[src/rtl/branch_predictor_pkg.sv]
// Shared types and constants for the IF-stage next-PC predictor.
// BTB fields are sized for RV32, so XLEN is expected to be at most PC_W_MAX.
package branch_predictor_pkg;

    localparam int MODE_STATIC  = 0;
    localparam int MODE_BIMODAL = 1;
    localparam int MODE_GSHARE  = 2;

    localparam logic [1:0] PHT_INIT = 2'b01;

    localparam int PC_W_MAX = 32;

    typedef struct packed {
        logic                valid;
        logic                uncond;
        logic [PC_W_MAX-1:0] tag;
        logic [PC_W_MAX-1:0] target;
    } btb_entry_t;

endpackage

[src/rtl/branch_predictor_sat_counter2.sv]
// Next-state function of a 2-bit saturating counter (one per PHT entry).
module sat_counter2 (
    input  logic [1:0] count,
    input  logic       inc,
    output logic [1:0] next_count
);

    always_comb begin
        next_count = count;
        if (inc) begin
            if (count != 2'b11) begin
                next_count = count + 2'b01;
            end
        end else if (count != 2'b00) begin
            next_count = count - 2'b01;
        end
    end

endmodule

[src/rtl/branch_predictor.sv]
// Next-PC predictor: tagged BTB, 2-bit PHT, non-speculative GHR and perf counters.
// Lookup is combinational on the current tables; training from EX lands on the clock edge.
module branch_predictor
    import branch_predictor_pkg::*;
#(
    parameter int XLEN        = 32,
    parameter int BTB_ENTRIES = 32,
    parameter int GHR_BITS    = 5,
    parameter int MODE        = 2
) (
    input  logic                clk,
    input  logic                reset,
    input  logic [XLEN-1:0]     pred_pc,
    output logic                pred_taken,
    output logic [XLEN-1:0]     pred_next_pc,
    output logic [GHR_BITS-1:0] pred_ghr,
    input  logic                upd_valid,
    input  logic [XLEN-1:0]     upd_pc,
    input  logic                upd_is_cond,
    input  logic                upd_is_jump,
    input  logic                upd_taken,
    input  logic [XLEN-1:0]     upd_target,
    input  logic [GHR_BITS-1:0] upd_ghr,
    input  logic                upd_mispredict,
    output logic [31:0]         perf_cf_cnt,
    output logic [31:0]         perf_mispred_cnt
);

    localparam int IDX = $clog2(BTB_ENTRIES);

    function automatic logic [PC_W_MAX-1:0] tag_of(input logic [XLEN-1:0] pc);
        return PC_W_MAX'(pc >> (IDX + 2));
    endfunction

    function automatic logic [IDX-1:0] pht_index(input logic [IDX-1:0] idx,
                                                 input logic [GHR_BITS-1:0] hist);
        return (MODE == MODE_GSHARE) ? (idx ^ IDX'(hist)) : idx;
    endfunction

    btb_entry_t          btb      [BTB_ENTRIES];
    logic [1:0]          pht      [BTB_ENTRIES];
    logic [1:0]          pht_next [BTB_ENTRIES];
    logic [GHR_BITS-1:0] ghr;
    logic [GHR_BITS-1:0] ghr_shifted;
    logic [31:0]         cf_cnt;
    logic [31:0]         mis_cnt;

    logic [IDX-1:0] look_idx;
    logic [IDX-1:0] look_pidx;
    logic [IDX-1:0] upd_idx;
    logic [IDX-1:0] upd_pidx;
    btb_entry_t     look_entry;
    btb_entry_t     btb_wdata;
    logic           look_hit;
    logic           btb_we;
    logic           pht_we;
    logic           cf_inc;
    logic           mis_inc;
    logic           unused_pc_bits;

    assign look_idx       = pred_pc[IDX+1:2];
    assign look_pidx      = pht_index(look_idx, ghr);
    assign upd_idx        = upd_pc[IDX+1:2];
    assign upd_pidx       = pht_index(upd_idx, upd_ghr);
    assign unused_pc_bits = ^upd_pc[1:0];

    // A cond+jump encoding is treated as a jump, so only pure conditionals train PHT/GHR
    assign btb_we  = upd_valid && (upd_is_cond || upd_is_jump) && upd_taken;
    assign pht_we  = upd_valid && upd_is_cond && !upd_is_jump;
    assign cf_inc  = upd_valid && (upd_is_cond || upd_is_jump);
    assign mis_inc = upd_valid && upd_mispredict;

    always_comb begin
        look_entry   = btb[look_idx];
        look_hit     = look_entry.valid && (look_entry.tag == tag_of(pred_pc));
        pred_taken   = (MODE != MODE_STATIC) && look_hit &&
                       (look_entry.uncond || pht[look_pidx][1]);
        pred_next_pc = pred_taken ? XLEN'(look_entry.target) : pred_pc + XLEN'(4);
    end

    always_comb begin
        btb_wdata        = '0;
        btb_wdata.valid  = 1'b1;
        btb_wdata.uncond = upd_is_jump;
        btb_wdata.tag    = tag_of(upd_pc);
        btb_wdata.target = PC_W_MAX'(upd_target);
    end

    generate
        if (GHR_BITS > 1) begin : g_ghr_wide
            assign ghr_shifted = {ghr[GHR_BITS-2:0], upd_taken};
        end else begin : g_ghr_one
            assign ghr_shifted = upd_taken;
        end

        for (genvar g = 0; g < BTB_ENTRIES; g++) begin : g_pht_ctr
            sat_counter2 u_ctr (
                .count      (pht[g]),
                .inc        (upd_taken),
                .next_count (pht_next[g])
            );
        end
    endgenerate

    always_ff @(posedge clk or negedge reset) begin
        if (!reset) begin
            for (int i = 0; i < BTB_ENTRIES; i++) begin
                btb[i] <= '0;
            end
        end else if (btb_we) begin
            btb[upd_idx] <= btb_wdata;
        end
    end

    always_ff @(posedge clk or negedge reset) begin
        if (!reset) begin
            for (int i = 0; i < BTB_ENTRIES; i++) begin
                pht[i] <= PHT_INIT;
            end
        end else begin
            for (int i = 0; i < BTB_ENTRIES; i++) begin
                if (pht_we && (upd_pidx == IDX'(i))) begin
                    pht[i] <= pht_next[i];
                end
            end
        end
    end

    // History is shifted only at resolution, so it never needs repair after a flush
    always_ff @(posedge clk or negedge reset) begin
        if (!reset) begin
            ghr     <= '0;
            cf_cnt  <= '0;
            mis_cnt <= '0;
        end else begin
            if (pht_we) begin
                ghr <= ghr_shifted;
            end
            if (cf_inc && (cf_cnt != '1)) begin
                cf_cnt <= cf_cnt + 32'd1;
            end
            if (mis_inc && (mis_cnt != '1)) begin
                mis_cnt <= mis_cnt + 32'd1;
            end
        end
    end

    assign pred_ghr         = ghr;
    assign perf_cf_cnt      = cf_cnt;
    assign perf_mispred_cnt = mis_cnt;

endmodule

[config.mk]
export PLATFORM = sky130hd
export DESIGN_NAME = branch_predictor
export DESIGN_NICKNAME = d
export VERILOG_FILES = /design/src/rtl/branch_predictor_pkg.sv /design/src/rtl/branch_predictor_sat_counter2.sv /design/src/rtl/branch_predictor.sv
export SDC_FILE = /design/constraint.sdc
export NUM_CORES = 2
export LEC_CHECK = 0
export BUFFER_PORTS_ARGS = -buffer_cell sky130_fd_sc_hd__buf_2
export CAP_MARGIN = 25
export CORE_AREA = 2 2 379 418
export CTS_CLUSTER_DIAMETER = 60
export CTS_CLUSTER_SIZE = 8
export DETAILED_ROUTE_END_ITERATION = 10
export DIE_AREA = 0 0 381 420
export PLACE_DENSITY_LB_ADDON = 0.12
export SYNTH_ARGS = -nofsm -noshare
export SYNTH_HDL_FRONTEND = slang
export SYNTH_SLANG_ARGS = --single-unit
[constraint.sdc]
create_clock -name clk -period 10.6 [get_ports clk]
set_clock_uncertainty 0.15 [all_clocks]
set_input_delay 2.12 -clock clk [delete_from_list [all_inputs] [get_ports clk]]
set_output_delay 2.12 -clock clk [all_outputs]
set_load 0.02 [all_outputs]
==> flow_metrics.env <==
export IMPL_wl_met3_um=15080
export IMPL_fp_coreArea_mm2=0.1556
export IMPL_grt_setup_unrepaired="false"
export IMPL_met1_length_um=104800
export IMPL_cts_tree="built"
export IMPL_place_ws_ns=1.480
export IMPL_dieArea_mm2=0.1600
export IMPL_drc=0
export IMPL_cap_violations=0
export IMPL_port_buffers=207
export IMPL_postSynthAreaPerCell_um2=15.15
export IMPL_place_congestion=0.8028
export IMPL_synth_warnings=0
export IMPL_num_vias=54690
export IMPL_slew_viol_final=0
export IMPL_hold_path_class="flip-flop to flip-flop"
export IMPL_io_pins=210
export IMPL_fmax_mhz=109.2
export IMPL_setup_viol=0
export IMPL_cts_htree_levels=5
export IMPL_grt_pass1_wl_um=375800
export IMPL_r2r_slack_ns=7.33
export IMPL_period_minus_slack_ns=9.159
export IMPL_post_cts_resized=0
export IMPL_wirelength_um=247000
export IMPL_post_synth_top_area_cell="dfrtp_1"
export IMPL_drtIter0Drc=4092
export IMPL_grt_max_degree=174
export IMPL_start_util_pct=59.76
export IMPL_yosysUniqueCellTypes=66
export IMPL_dp_hpwl_um=139400
export IMPL_synth_top_area_share_pct=53.53
export IMPL_cts_buffers=303
export IMPL_powerDensity_mw_per_mm2=188.9
export IMPL_p_leak_nw=48.56
export IMPL_synth_area_leaders="dfrtp_1, mux2_2, mux4_2"
export IMPL_hold_viol_final=0
export IMPL_setup_tns_ns=0
export IMPL_synthArstFlopShare_pct=100.0
export IMPL_worst_ep_required_time_ns=8.33
export IMPL_tightest_slew_ns=1.117
export IMPL_antenna_found_initial=25
export IMPL_clk_insertion_delay_late_ns=0.91
export IMPL_status="finished clean"
export IMPL_clkTransAtPathRegs_ns=0.05
export IMPL_met2_length_um=119300
export IMPL_chipWidth_um=381
export IMPL_cp_data_arrival_time_ns=6.89
export IMPL_ir_drop_mv=0.1620
export IMPL_path_class="input port to output pin"
export IMPL_grt_overflow=0
export IMPL_synthTopCellsByCount="dfrtp_1, mux2_2, mux4_2"
export IMPL_post_cts_buffers=0
export IMPL_syn_area_mm2=0.09297
export IMPL_grt_usage_pct=31.60
export IMPL_layout_drive_gt1_share_pct=50.59
export IMPL_wl_per_cell_um=29.52
export IMPL_top_layer_used="met5"
export IMPL_slew_headroom_pct=25.52
export IMPL_syn_inst=6136
export IMPL_clock_path_buffers=4
export IMPL_hold_buffers=0
export IMPL_clkSinkCount=2021
export IMPL_worstSetupEndpointType="output pin"
export IMPL_rows=152
export IMPL_first_global_vias=57680
export IMPL_setup_ws_ns=1.442
export IMPL_area_delta_synth_final_pct=11.83
export IMPL_detail_route_first_pass_iterations=6
export IMPL_ant_nets=0
export IMPL_syn_nets=6247
export IMPL_fin_crit_sh_pct=86.40
export IMPL_yosysSeqAreaShare_pct=54.44
export IMPL_synth_edf_count=0
export IMPL_synth_top_flop_cell="dfrtp_1"
export IMPL_start_kind="input port"
export IMPL_layout_nets=6348
export IMPL_synth_seq_cells=2021
export IMPL_die_height_um=420
export IMPL_path_max_fanout=67
export IMPL_yosysMostFrequentCell="dfrtp_1"
export IMPL_via_per_inst=6.537
export IMPL_root_buffer="clkbuf_16"
==> stage by stage <==
| stage | cells | hold WS (ns) | total power, W | util (%) | area (um^2) |
|---|---|---|---|---|---|
| after floorplan | 6136 | 0.2787 | 0.01064 | - | 92970 |
| after global placement | 8001 | 0.2936 | 0.01126 | 61.53 | 95730 |
| after detailed placement | 8007 | 0.2974 | 0.01138 | 61.62 | 95860 |
| after CTS | 8351 | 0.3089 | 0.01979 | 66.74 | 103800 |
| after global routing | 8363 | 0.3157 | 0.02041 | 66.83 | 104000 |
| final | 8367 | 0.3090 | 0.01964 | 66.83 | 104000 |
==> path summary, 6_finish.rpt <==
check / from / endpoint / depth (start not counted)
setup / recovery: pred_pc[3] / pred_next_pc[3] / 12
hold / removal: btb[1451]$_DFFE_PN0P_ / btb[1451]$_DFFE_PN0P_ / 1
setup reg to reg: perf_cf_cnt[12]$_DFFE_PN0P_ / perf_cf_cnt[31]$_DFFE_PN0P_ / 9
hold reg to reg: btb[1451]$_DFFE_PN0P_ / btb[1451]$_DFFE_PN0P_ / 1
max in group asynchronous: reset / btb[1289]$_DFFE_PN0P_ / 3
min in group asynchronous: reset / perf_cf_cnt[16]$_DFFE_PN0P_ / 1
==> registers in the layout, summed over array words and instances (netlist names) <==
| signal | flops |
|---|---|
| pht | 64 |
| btb | 1888 |
| pred_ghr | 5 |
| perf_mispred_cnt | 32 |
| perf_cf_cnt | 32 |
==> layout by cell type (no fill, tap or decap), types with 42 or more instances in the layout <==
cell	synthesis	routed
mux2_2	1885	1885
a21oi_1	122	122
buf_4	13	114
or2_2	50	50
nor2_1	203	182
xor2_1	56	56
buf_2	64	203
mux2i_1	174	174
or3_1	42	42
mux4_2	500	500
clkbuf_16	0	310
nand2_1	121	118
nand3_1	54	52
dfrtp_1	1989	1989
xnor2_1	63	63
==> worst max-delay path, cell delays in order <==
cell and delay (ns):
buf_8 0.53, nand3b_1 0.49, buf_4 0.36, o22ai_1 0.14, o41ai_1 0.58, a211oi_1 0.10, or4_4 0.57, nor4_4 0.50
nand4b_4 0.46, buf_4 0.38, mux2_4 0.35, buf_2 0.17
==> layout make-up <==
class                   instances  area (um^2)
repair buffers                345         2455
multi-input cells            3555        40250
inverters                      11        48.80
clock inverters                 6        102.6
flip-flops and latches       2021        50610
fillers                     10940        51600
clock buffers                 338         7873
diodes                         12        30.03
well taps                    2079         2601
==> logic make-up after synthesis <==
logic type / Yosys count / share of synthesized area [%]
multiplexers: 2567 / 36.94
flip-flops: 2021 / 54.44
AND/OR/NAND/NOR: 615 / 3.226
buffers and inverters: 560 / 2.537
AO/OA/AOI/OAI: 251 / 1.700
XOR/XNOR: 119 / 1.121
adder cells (fa/ha/maj): 3 / 0.04038
==> power by group <==
part           internal [W]  switching, W  total (W)
Combinational       0.00123       0.00102    0.00225
Sequential          0.00859      0.000431    0.00902
Clock               0.00519       0.00319    0.00838
Total                0.0150       0.00464     0.0196
==> routing by layer <==
| metal | track usage (%) | vias to the layer above |
|---|---|---|
| met4 | 10.65 | 10 |
| li1 | - | 22740 |
| met5 | 0 | - |
| met1 | 44.04 | 29920 |
| met3 | 5.972 | 468 |
| met2 | 50.52 | 1555 |
Note: power is estimated with default switching activity, not from simulation.
